--- config.mk ---
export PLATFORM = sky130hd
export DESIGN_NAME = mtm_alu_deserializer_flat
export DESIGN_NICKNAME = d
export VERILOG_FILES = /design/src/rtl/mtm_alu_pkg.sv /design/src/rtl/mtm_alu_deserializer_if.sv /design/src/rtl/mtm_alu_crc4_step.sv /design/src/rtl/mtm_alu_deserializer.sv /design/src/flat_wrapper.sv
export SDC_FILE = /design/constraint.sdc
export NUM_CORES = 1
export LEC_CHECK = 0
export ABC_AREA = 0
export CAP_MARGIN = 30
export CORE_MARGIN = 4
export CORE_UTILIZATION = 45
export CTS_CLUSTER_SIZE = 25
export DETAILED_ROUTE_END_ITERATION = 6
export GPL_TIMING_DRIVEN = 1
export PLACE_DENSITY = 0.64
export RECOVER_POWER = 100
export SYNTH_ARGS = -nofsm -noshare
export SYNTH_HDL_FRONTEND = slang
export SYNTH_SLANG_ARGS = --single-unit
--- constraint.sdc ---
create_clock -name clk -period 6.4 [get_ports clk]
set_clock_uncertainty 0.2 [all_clocks]
set_input_delay 1.92 -clock clk [delete_from_list [all_inputs] [get_ports clk]]
set_output_delay 1.92 -clock clk [all_outputs]
set_load 0.01 [all_outputs]
--- src/rtl/mtm_alu_pkg.sv ---
// mtm_alu_pkg
// Shared definitions for the mtm_Alu receive path and core:
//   - frame type constants (data / control)
//   - number of data frames per packet
//   - CRC4 polynomial (x^4 + x + 1) and a single-bit CRC4 update helper
//   - OP encodings shared with the ALU core
//   - deserializer FSM state encoding
package mtm_alu_pkg;

  // Frame type bit, second bit of every frame
  localparam logic FT_DATA = 1'b0;
  localparam logic FT_CTL  = 1'b1;

  // Data frames per packet: B[31:24] .. B[7:0], A[31:24] .. A[7:0]
  localparam logic [3:0] N_DATA_FRAMES = 4'd8;

  // x^4 + x + 1 with the implicit x^4 term dropped
  localparam logic [3:0] CRC4_POLY = 4'b0011;

  // Operation codes shared with the ALU core
  typedef enum logic [2:0] {
    OP_AND = 3'b000,
    OP_OR  = 3'b001,
    OP_ADD = 3'b100,
    OP_SUB = 3'b101
  } op_e;

  // Deserializer FSM states
  typedef enum logic [1:0] {
    ST_IDLE    = 2'd0,
    ST_TYPE    = 2'd1,
    ST_PAYLOAD = 2'd2,
    ST_STOP    = 2'd3
  } des_state_e;

  // One serial MSB-first CRC4 step: fb = crc[3]^bit, shift left, xor poly on fb
  function automatic logic [3:0] crc4_next(input logic [3:0] crc, input logic din);
    logic fb;
    fb = crc[3] ^ din;
    return {crc[2:0], 1'b0} ^ (fb ? CRC4_POLY : 4'b0000);
  endfunction

endpackage

--- src/rtl/mtm_alu_deserializer_if.sv ---
// mtm_alu_deserializer_if
// Bus between the serial line / ALU core side and the deserializer.
//   sin      : serial input, one bit per clock, idles high
//   A, B     : assembled operands, held until the next good packet
//   op       : operation code from the control frame
//   d_valid  : one-cycle pulse, A/B/op updated with a good packet
//   err_data : one-cycle pulse, bad frame count or framing error
//   err_crc  : one-cycle pulse, CRC4 mismatch
// Modports: master drives sin and observes results; slave is the deserializer.
interface mtm_alu_deserializer_if;

  logic        sin;
  logic [31:0] A;
  logic [31:0] B;
  logic [2:0]  op;
  logic        d_valid;
  logic        err_data;
  logic        err_crc;

  modport master (
    output sin,
    input  A, B, op, d_valid, err_data, err_crc
  );

  modport slave (
    input  sin,
    output A, B, op, d_valid, err_data, err_crc
  );

endinterface

--- src/rtl/mtm_alu_crc4_step.sv ---
// mtm_alu_crc4_step
// Combinational single-bit CRC4 update (polynomial x^4 + x + 1, MSB first).
//   i_crc : current CRC value
//   i_bit : next message bit
//   o_crc : CRC after folding in i_bit
module mtm_alu_crc4_step
  import mtm_alu_pkg::*;
(
  input  logic [3:0] i_crc,
  input  logic       i_bit,
  output logic [3:0] o_crc
);

  assign o_crc = crc4_next(i_crc, i_bit);

endmodule

--- src/rtl/mtm_alu_deserializer.sv ---
// mtm_alu_deserializer
// Receive stage of mtm_Alu. Samples the serial line one bit per clock,
// assembles 8 data frames into {B, A}, then evaluates a control frame
// carrying OP and CRC4 and reports exactly one of d_valid / err_data /
// err_crc per packet, one cycle after the control stop bit.
// Ports:
//   clk : system clock, one serial bit per rising edge
//   rst : asynchronous active-low reset
//   bus : slave side of mtm_alu_deserializer_if (sin in; A, B, op and
//         status pulses out, all registered)
module mtm_alu_deserializer
  import mtm_alu_pkg::*;
(
  input logic                   clk,
  input logic                   rst,
  mtm_alu_deserializer_if.slave bus
);

  des_state_e  r_state;
  logic [2:0]  r_bit_cnt;
  logic        r_type;
  logic [7:0]  r_byte;
  logic [63:0] r_shift;
  logic [3:0]  r_count;
  logic        r_overrun;
  logic [3:0]  r_crc;

  logic [31:0] r_a;
  logic [31:0] r_b;
  logic [2:0]  r_op;
  logic        r_d_valid;
  logic        r_err_data;
  logic        r_err_crc;

  logic [3:0]  w_crc_serial;
  logic [2:0]  w_ctl_op;
  logic [3:0]  w_ctl_crc;
  logic [3:0]  w_crc_t1;
  logic [3:0]  w_crc_t2;
  logic [3:0]  w_crc_t3;
  logic [3:0]  w_crc_t4;
  logic        w_count_ok;
  logic        w_crc_ok;

  // Control byte layout: {1'b0, OP[2:0], CRC[3:0]}
  assign w_ctl_op  = r_byte[6:4];
  assign w_ctl_crc = r_byte[3:0];

  // Serial path: data payload bits folded in as they arrive
  mtm_alu_crc4_step u_crc_serial (
    .i_crc (r_crc),
    .i_bit (bus.sin),
    .o_crc (w_crc_serial)
  );

  // Tail {1'b1, OP} folded in combinationally when the ctl frame is evaluated
  mtm_alu_crc4_step u_crc_tail0 (.i_crc(r_crc),    .i_bit(1'b1),        .o_crc(w_crc_t1));
  mtm_alu_crc4_step u_crc_tail1 (.i_crc(w_crc_t1), .i_bit(w_ctl_op[2]), .o_crc(w_crc_t2));
  mtm_alu_crc4_step u_crc_tail2 (.i_crc(w_crc_t2), .i_bit(w_ctl_op[1]), .o_crc(w_crc_t3));
  mtm_alu_crc4_step u_crc_tail3 (.i_crc(w_crc_t3), .i_bit(w_ctl_op[0]), .o_crc(w_crc_t4));

  assign w_count_ok = (r_count == N_DATA_FRAMES) && !r_overrun;
  assign w_crc_ok   = (w_crc_t4 == w_ctl_crc);

  // Frame FSM, packet accounting and registered outputs
  always_ff @(posedge clk or negedge rst) begin
    if (!rst) begin
      r_state    <= ST_IDLE;
      r_bit_cnt  <= 3'd0;
      r_type     <= FT_DATA;
      r_byte     <= 8'h00;
      r_shift    <= 64'h0;
      r_count    <= 4'd0;
      r_overrun  <= 1'b0;
      r_crc      <= 4'h0;
      r_a        <= 32'h0;
      r_b        <= 32'h0;
      r_op       <= 3'd0;
      r_d_valid  <= 1'b0;
      r_err_data <= 1'b0;
      r_err_crc  <= 1'b0;
    end else begin
      r_d_valid  <= 1'b0;
      r_err_data <= 1'b0;
      r_err_crc  <= 1'b0;
      case (r_state)
        ST_IDLE: begin
          if (!bus.sin) begin
            r_state <= ST_TYPE;
          end else begin
            r_state <= ST_IDLE;
          end
        end
        ST_TYPE: begin
          r_type    <= bus.sin;
          r_bit_cnt <= 3'd0;
          r_state   <= ST_PAYLOAD;
        end
        ST_PAYLOAD: begin
          r_byte    <= {r_byte[6:0], bus.sin};
          r_bit_cnt <= r_bit_cnt + 3'd1;
          // Only data payload contributes to the serial CRC; the ctl byte holds the CRC itself
          if (r_type == FT_DATA) begin
            r_crc <= w_crc_serial;
          end
          if (r_bit_cnt == 3'd7) begin
            r_state <= ST_STOP;
          end
        end
        ST_STOP: begin
          r_state <= ST_IDLE;
          if (!bus.sin) begin
            // Framing error: drop the whole packet
            r_err_data <= 1'b1;
            r_count    <= 4'd0;
            r_overrun  <= 1'b0;
            r_crc      <= 4'h0;
          end else if (r_type == FT_DATA) begin
            if (r_count < N_DATA_FRAMES) begin
              r_shift <= {r_shift[55:0], r_byte};
              r_count <= r_count + 4'd1;
            end else begin
              // Sticky until the ctl frame so extra frames cannot be mistaken for a good packet
              r_overrun <= 1'b1;
            end
          end else begin
            if (!w_count_ok) begin
              r_err_data <= 1'b1;
            end else if (!w_crc_ok) begin
              r_err_crc <= 1'b1;
            end else begin
              r_b       <= r_shift[63:32];
              r_a       <= r_shift[31:0];
              r_op      <= w_ctl_op;
              r_d_valid <= 1'b1;
            end
            r_count   <= 4'd0;
            r_overrun <= 1'b0;
            r_crc     <= 4'h0;
          end
        end
        default: begin
          r_state <= ST_IDLE;
        end
      endcase
    end
  end

  assign bus.A        = r_a;
  assign bus.B        = r_b;
  assign bus.op       = r_op;
  assign bus.d_valid  = r_d_valid;
  assign bus.err_data = r_err_data;
  assign bus.err_crc  = r_err_crc;

endmodule

--- src/flat_wrapper.sv ---
// flat-port wrapper written by rule: the top's interface ports become plain ports
module mtm_alu_deserializer_flat import mtm_alu_pkg::*;
  (clk, rst, bus_sin, bus_A, bus_B, bus_op, bus_d_valid, bus_err_data, bus_err_crc);
  mtm_alu_deserializer_if bus_i ();
  input logic clk;
  input logic rst;
  input wire logic [$bits(bus_i.sin)-1:0] bus_sin;
  output wire logic [$bits(bus_i.A)-1:0] bus_A;
  output wire logic [$bits(bus_i.B)-1:0] bus_B;
  output wire logic [$bits(bus_i.op)-1:0] bus_op;
  output wire logic [$bits(bus_i.d_valid)-1:0] bus_d_valid;
  output wire logic [$bits(bus_i.err_data)-1:0] bus_err_data;
  output wire logic [$bits(bus_i.err_crc)-1:0] bus_err_crc;
  assign bus_i.sin = bus_sin;
  assign bus_A = bus_i.A;
  assign bus_B = bus_i.B;
  assign bus_op = bus_i.op;
  assign bus_d_valid = bus_i.d_valid;
  assign bus_err_data = bus_i.err_data;
  assign bus_err_crc = bus_i.err_crc;
  mtm_alu_deserializer u_core (.clk(clk), .rst(rst), .bus(bus_i));
endmodule
==> reports/metrics.csv <==
stage;metric;value;unit
global_route;grt-busiest-layer;met2;
worst_setup_path;regToRegSetupSlack;2.64;ns
routing;drc;0;
power_and_ir_drop;peakVddDrop;0.000179;V
floorplanning;placementRows;42;
outcome;violations;max-capacitance violations, max-slew violations;
floorplanning;ioPinCount;73;
worst_setup_path;required;6.50;ns
global_route;antenna_found_initial;0;
timing;slew_violations;239;
cells_and_area;area_growth;22.0;%
cells_and_area;seqCellArea;3930;µm²
yosys;synth_cell_types;33;
floorplanning;fp.dieW;125;µm
worst_setup_path;worstReg2RegStart;u_core.r_count[1];
routing;wl_per_cell;16.6;µm
timing;slew_headroom;-0.278;
worst_setup_path;cp-start-kind;input pin;
cells_and_area;mostFrequentLayoutCells;dfrtp_1 (157), mux2_2 (111), dlygate4sd3_1 (71), mux2_1 (30), clkbuf_16 (17);
yosys;ys_ff_latch;157;
routing;wirelength;10800;µm
floorplanning;start_util;0.463;
clocking;cts_resized;0;
clocking;cts-buffers-inserted;17;
floorplanning;die-area;15600;µm²
worst_setup_path;path_cells;dlygate4sd3_1 -> nand4_1 -> a221oi_4 -> clkbuf_2 -> mux2_2;
worst_setup_path;crit_fanout;67;
routing;ant_nets;0;
cells_and_area;num_antenna_cells;0;
global_route;grt_pass1_wl;18200;µm
worst_hold_path;hold_class;flip-flop to flip-flop;
yosys;synth.avg_cell_area;16.0;µm²
clocking;cts_root_buffer;clkbuf_16;
worst_setup_path;path_buf_inv;2;
timing;worst_slew_pin_slew;1.92;ns
worst_hold_path;hold_depth;1;
cells_and_area;nets;472;
worst_setup_path;crit_type;input pin to flip-flop;
yosys;seq_area_frac_synth;0.639;
clocking;clockBufferDepth;2;
routing;viasPerCell;5.12;
global_route;grt_max_degree;68;
power_and_ir_drop;leakagePower;3.89;nW
yosys;synth_area;6150;µm²
routing;drt-initial-drc-count;148;
timing;period_share;0.761;
clocking;cts_tree;done;
timing;rsz0062_at_grt;false;
yosys;syn_nets;395;
global_route;grt_pass1_vias;3484;
worst_setup_path;cpMaxStageDelayCell;clkbuf_2;
cells_and_area;multiInputGateArea;2090;µm²
yosys;yosys_warnings;0;
global_route;met2_usage;0.225;
clocking;cts_sinks;157;
worst_setup_path;cp-end-kind;flip-flop;
job;maxCapViolCount;4;
clocking;postCtsSetupBuffers;0;
worst_setup_path;rr_endpoint;u_core.bus.A[0];
timing;hold_viol;0;
clocking;ctsHoldBuffers;0;
timing;setup_tns;0;ns
timing;setup_viol;0;
worst_setup_path;reg2reg_depth;7;
routing;drtPass1Iterations;4;
cells_and_area;final_common_cell;dfrtp_1;
global_route;use_met1;0.192;
cells_and_area;design_area;7500;µm²
routing;route.vias.total;3326;
global_route;grt_use_total;0.146;
floorplanning;die_h;125;µm
worst_setup_path;arrival;4.96;ns
cells_and_area;final_core_util;0.564;
cells_and_area;drive_above_1_share;0.300;
timing;fmax;205;MHz
worst_hold_path;hold_path_end;u_core.bus.B[18];
worst_setup_path;cp_top_family;buffers and inverters;
clocking;h-tree-depth;4;
clocking;clk_pin_slew;0.06;ns
global_route;use_met3;0.0437;
placement;io_buffers;72;
placement;placed_area;7020;µm²
power_and_ir_drop;power_density;341;nW/µm²
clocking;clk_latency;0.41;ns
worst_setup_path;critPathMaxStageDelay;1.32;ns
yosys;synth_cells;384;
floorplanning;coreArea;13300;µm²
placement;gp_congestion;0.733;
cells_and_area;fill_cells;1087;
outcome;status;finished, violations left;
worst_hold_path;hold_path_startpoint;u_core.bus.B[18];
placement;dpl.hpwl;6860;µm
timing;period_minus_slack;4.87;ns
global_route;globalRoute.totalOverflow;0;
power by group:
part           internal [mW]  leakage, nW  total (mW)  switching, mW
Combinational          0.237         1.50       0.443          0.207
Clock                  0.498        0.246       0.863          0.365
Sequential              1.13         2.15        1.25          0.123
Total                   1.86         3.89        2.56          0.695
synth_stat cells:
| cell | instances | area (µm²) |
|---|---|---|
| buf_2 | 3 | 15.0 |
| nor4bb_1 | 1 | 10.0 |
| buf_4 | 1 | 7.51 |
| a41oi_1 | 1 | 8.76 |
| a31oi_1 | 1 | 6.26 |
| nand4_1 | 1 | 6.26 |
| xnor2_1 | 1 | 8.76 |
| nor2b_1 | 2 | 12.5 |
| clkbuf_1 | 10 | 37.5 |
| nand2b_1 | 2 | 12.5 |
| buf_6 | 4 | 45.0 |
| a221oi_1 | 1 | 8.76 |
| nand3_1 | 5 | 25.0 |
| o21ai_0 | 7 | 35.0 |
| xnor3_1 | 2 | 45.0 |
| nor2_1 | 1 | 3.75 |
| ha_1 | 8 | 100 |
| a22oi_1 | 1 | 7.51 |
| a21oi_1 | 5 | 25.0 |
| nand3b_1 | 1 | 7.51 |
| xor3_1 | 1 | 23.8 |
| inv_1 | 8 | 30.0 |
| a221oi_4 | 1 | 26.3 |
| nand2_1 | 4 | 15.0 |
| mux2_1 | 30 | 338 |
| mux2_2 | 111 | 1250 |
| a22o_1 | 5 | 43.8 |
| o21a_1 | 1 | 7.51 |
| dfrtp_1 | 157 | 3930 |
| or3_1 | 2 | 12.5 |
| nor3b_1 | 2 | 15.0 |
| xor2_1 | 3 | 26.3 |
| o22ai_1 | 1 | 6.26 |
cell type report:
class                   instances  area share
flip-flops and latches        157       0.524
well taps                     176      0.0293
inverters                       8     0.00400
multi-input cells             201       0.278
repair buffers                 76      0.0979
clock buffers                  23      0.0610
clock inverters                 8     0.00600
through the flow:
stage	setup slack [ns]	std cells	hold slack (ns)	power [mW]
3_5_place_dp	1.80	618	0.276	1.72
4_1_cts	2.24	649	0.289	2.59
6_report	1.53	649	0.278	2.56
3_3_place_gp	1.81	618	0.269	1.69
2_1_floorplan	2.53	384	0.275	1.58
5_1_grt	1.11	649	0.295	2.70
flip-flops by register name, summed over array words and instances, names as in the netlist, 2 cells and up:
signal,cells
u_core.bus.A,32
u_core.bus.B,32
u_core.bus.op,3
u_core.r_bit_cnt,3
u_core.r_byte,8
u_core.r_count,4
u_core.r_crc,4
u_core.r_shift,64
u_core.r_state,2
worst max-delay path by stage:
stage,start,endpoint,cells past startpoint
3_5_place_dp,bus_sin,u_core.bus.B[25],5
6_report,bus_sin,u_core.bus.A[0],5
4_1_cts,bus_sin,u_core.bus.B[25],5
3_3_place_gp,bus_sin,u_core.bus.A[10],5
5_1_grt,rst,u_core.r_byte[0],2
2_1_floorplan,bus_sin,u_core.r_shift[16],6
routing by layer:
layer / wire length, µm / vias to the layer above
li1: - / 1525
met1: 5140 / 1723
met2: 5030 / 63
met3: 396 / 15
met4: 194 / 0
met5: 0 / -
kinds of logic after synthesis:
| family | Yosys count | share of synthesized area |
|---|---|---|
| DFF | 157 | 0.639 |
| muxes | 141 | 0.258 |
| buffers and inverters | 26 | 0.0220 |
| AOI/OAI and AO/OA | 24 | 0.0285 |
| and+or+nand+nor | 21 | 0.0195 |
| adders and majority gates | 8 | 0.0163 |
| xor gates and xnor gates | 7 | 0.0169 |
(Power assumes the default switching activity.)
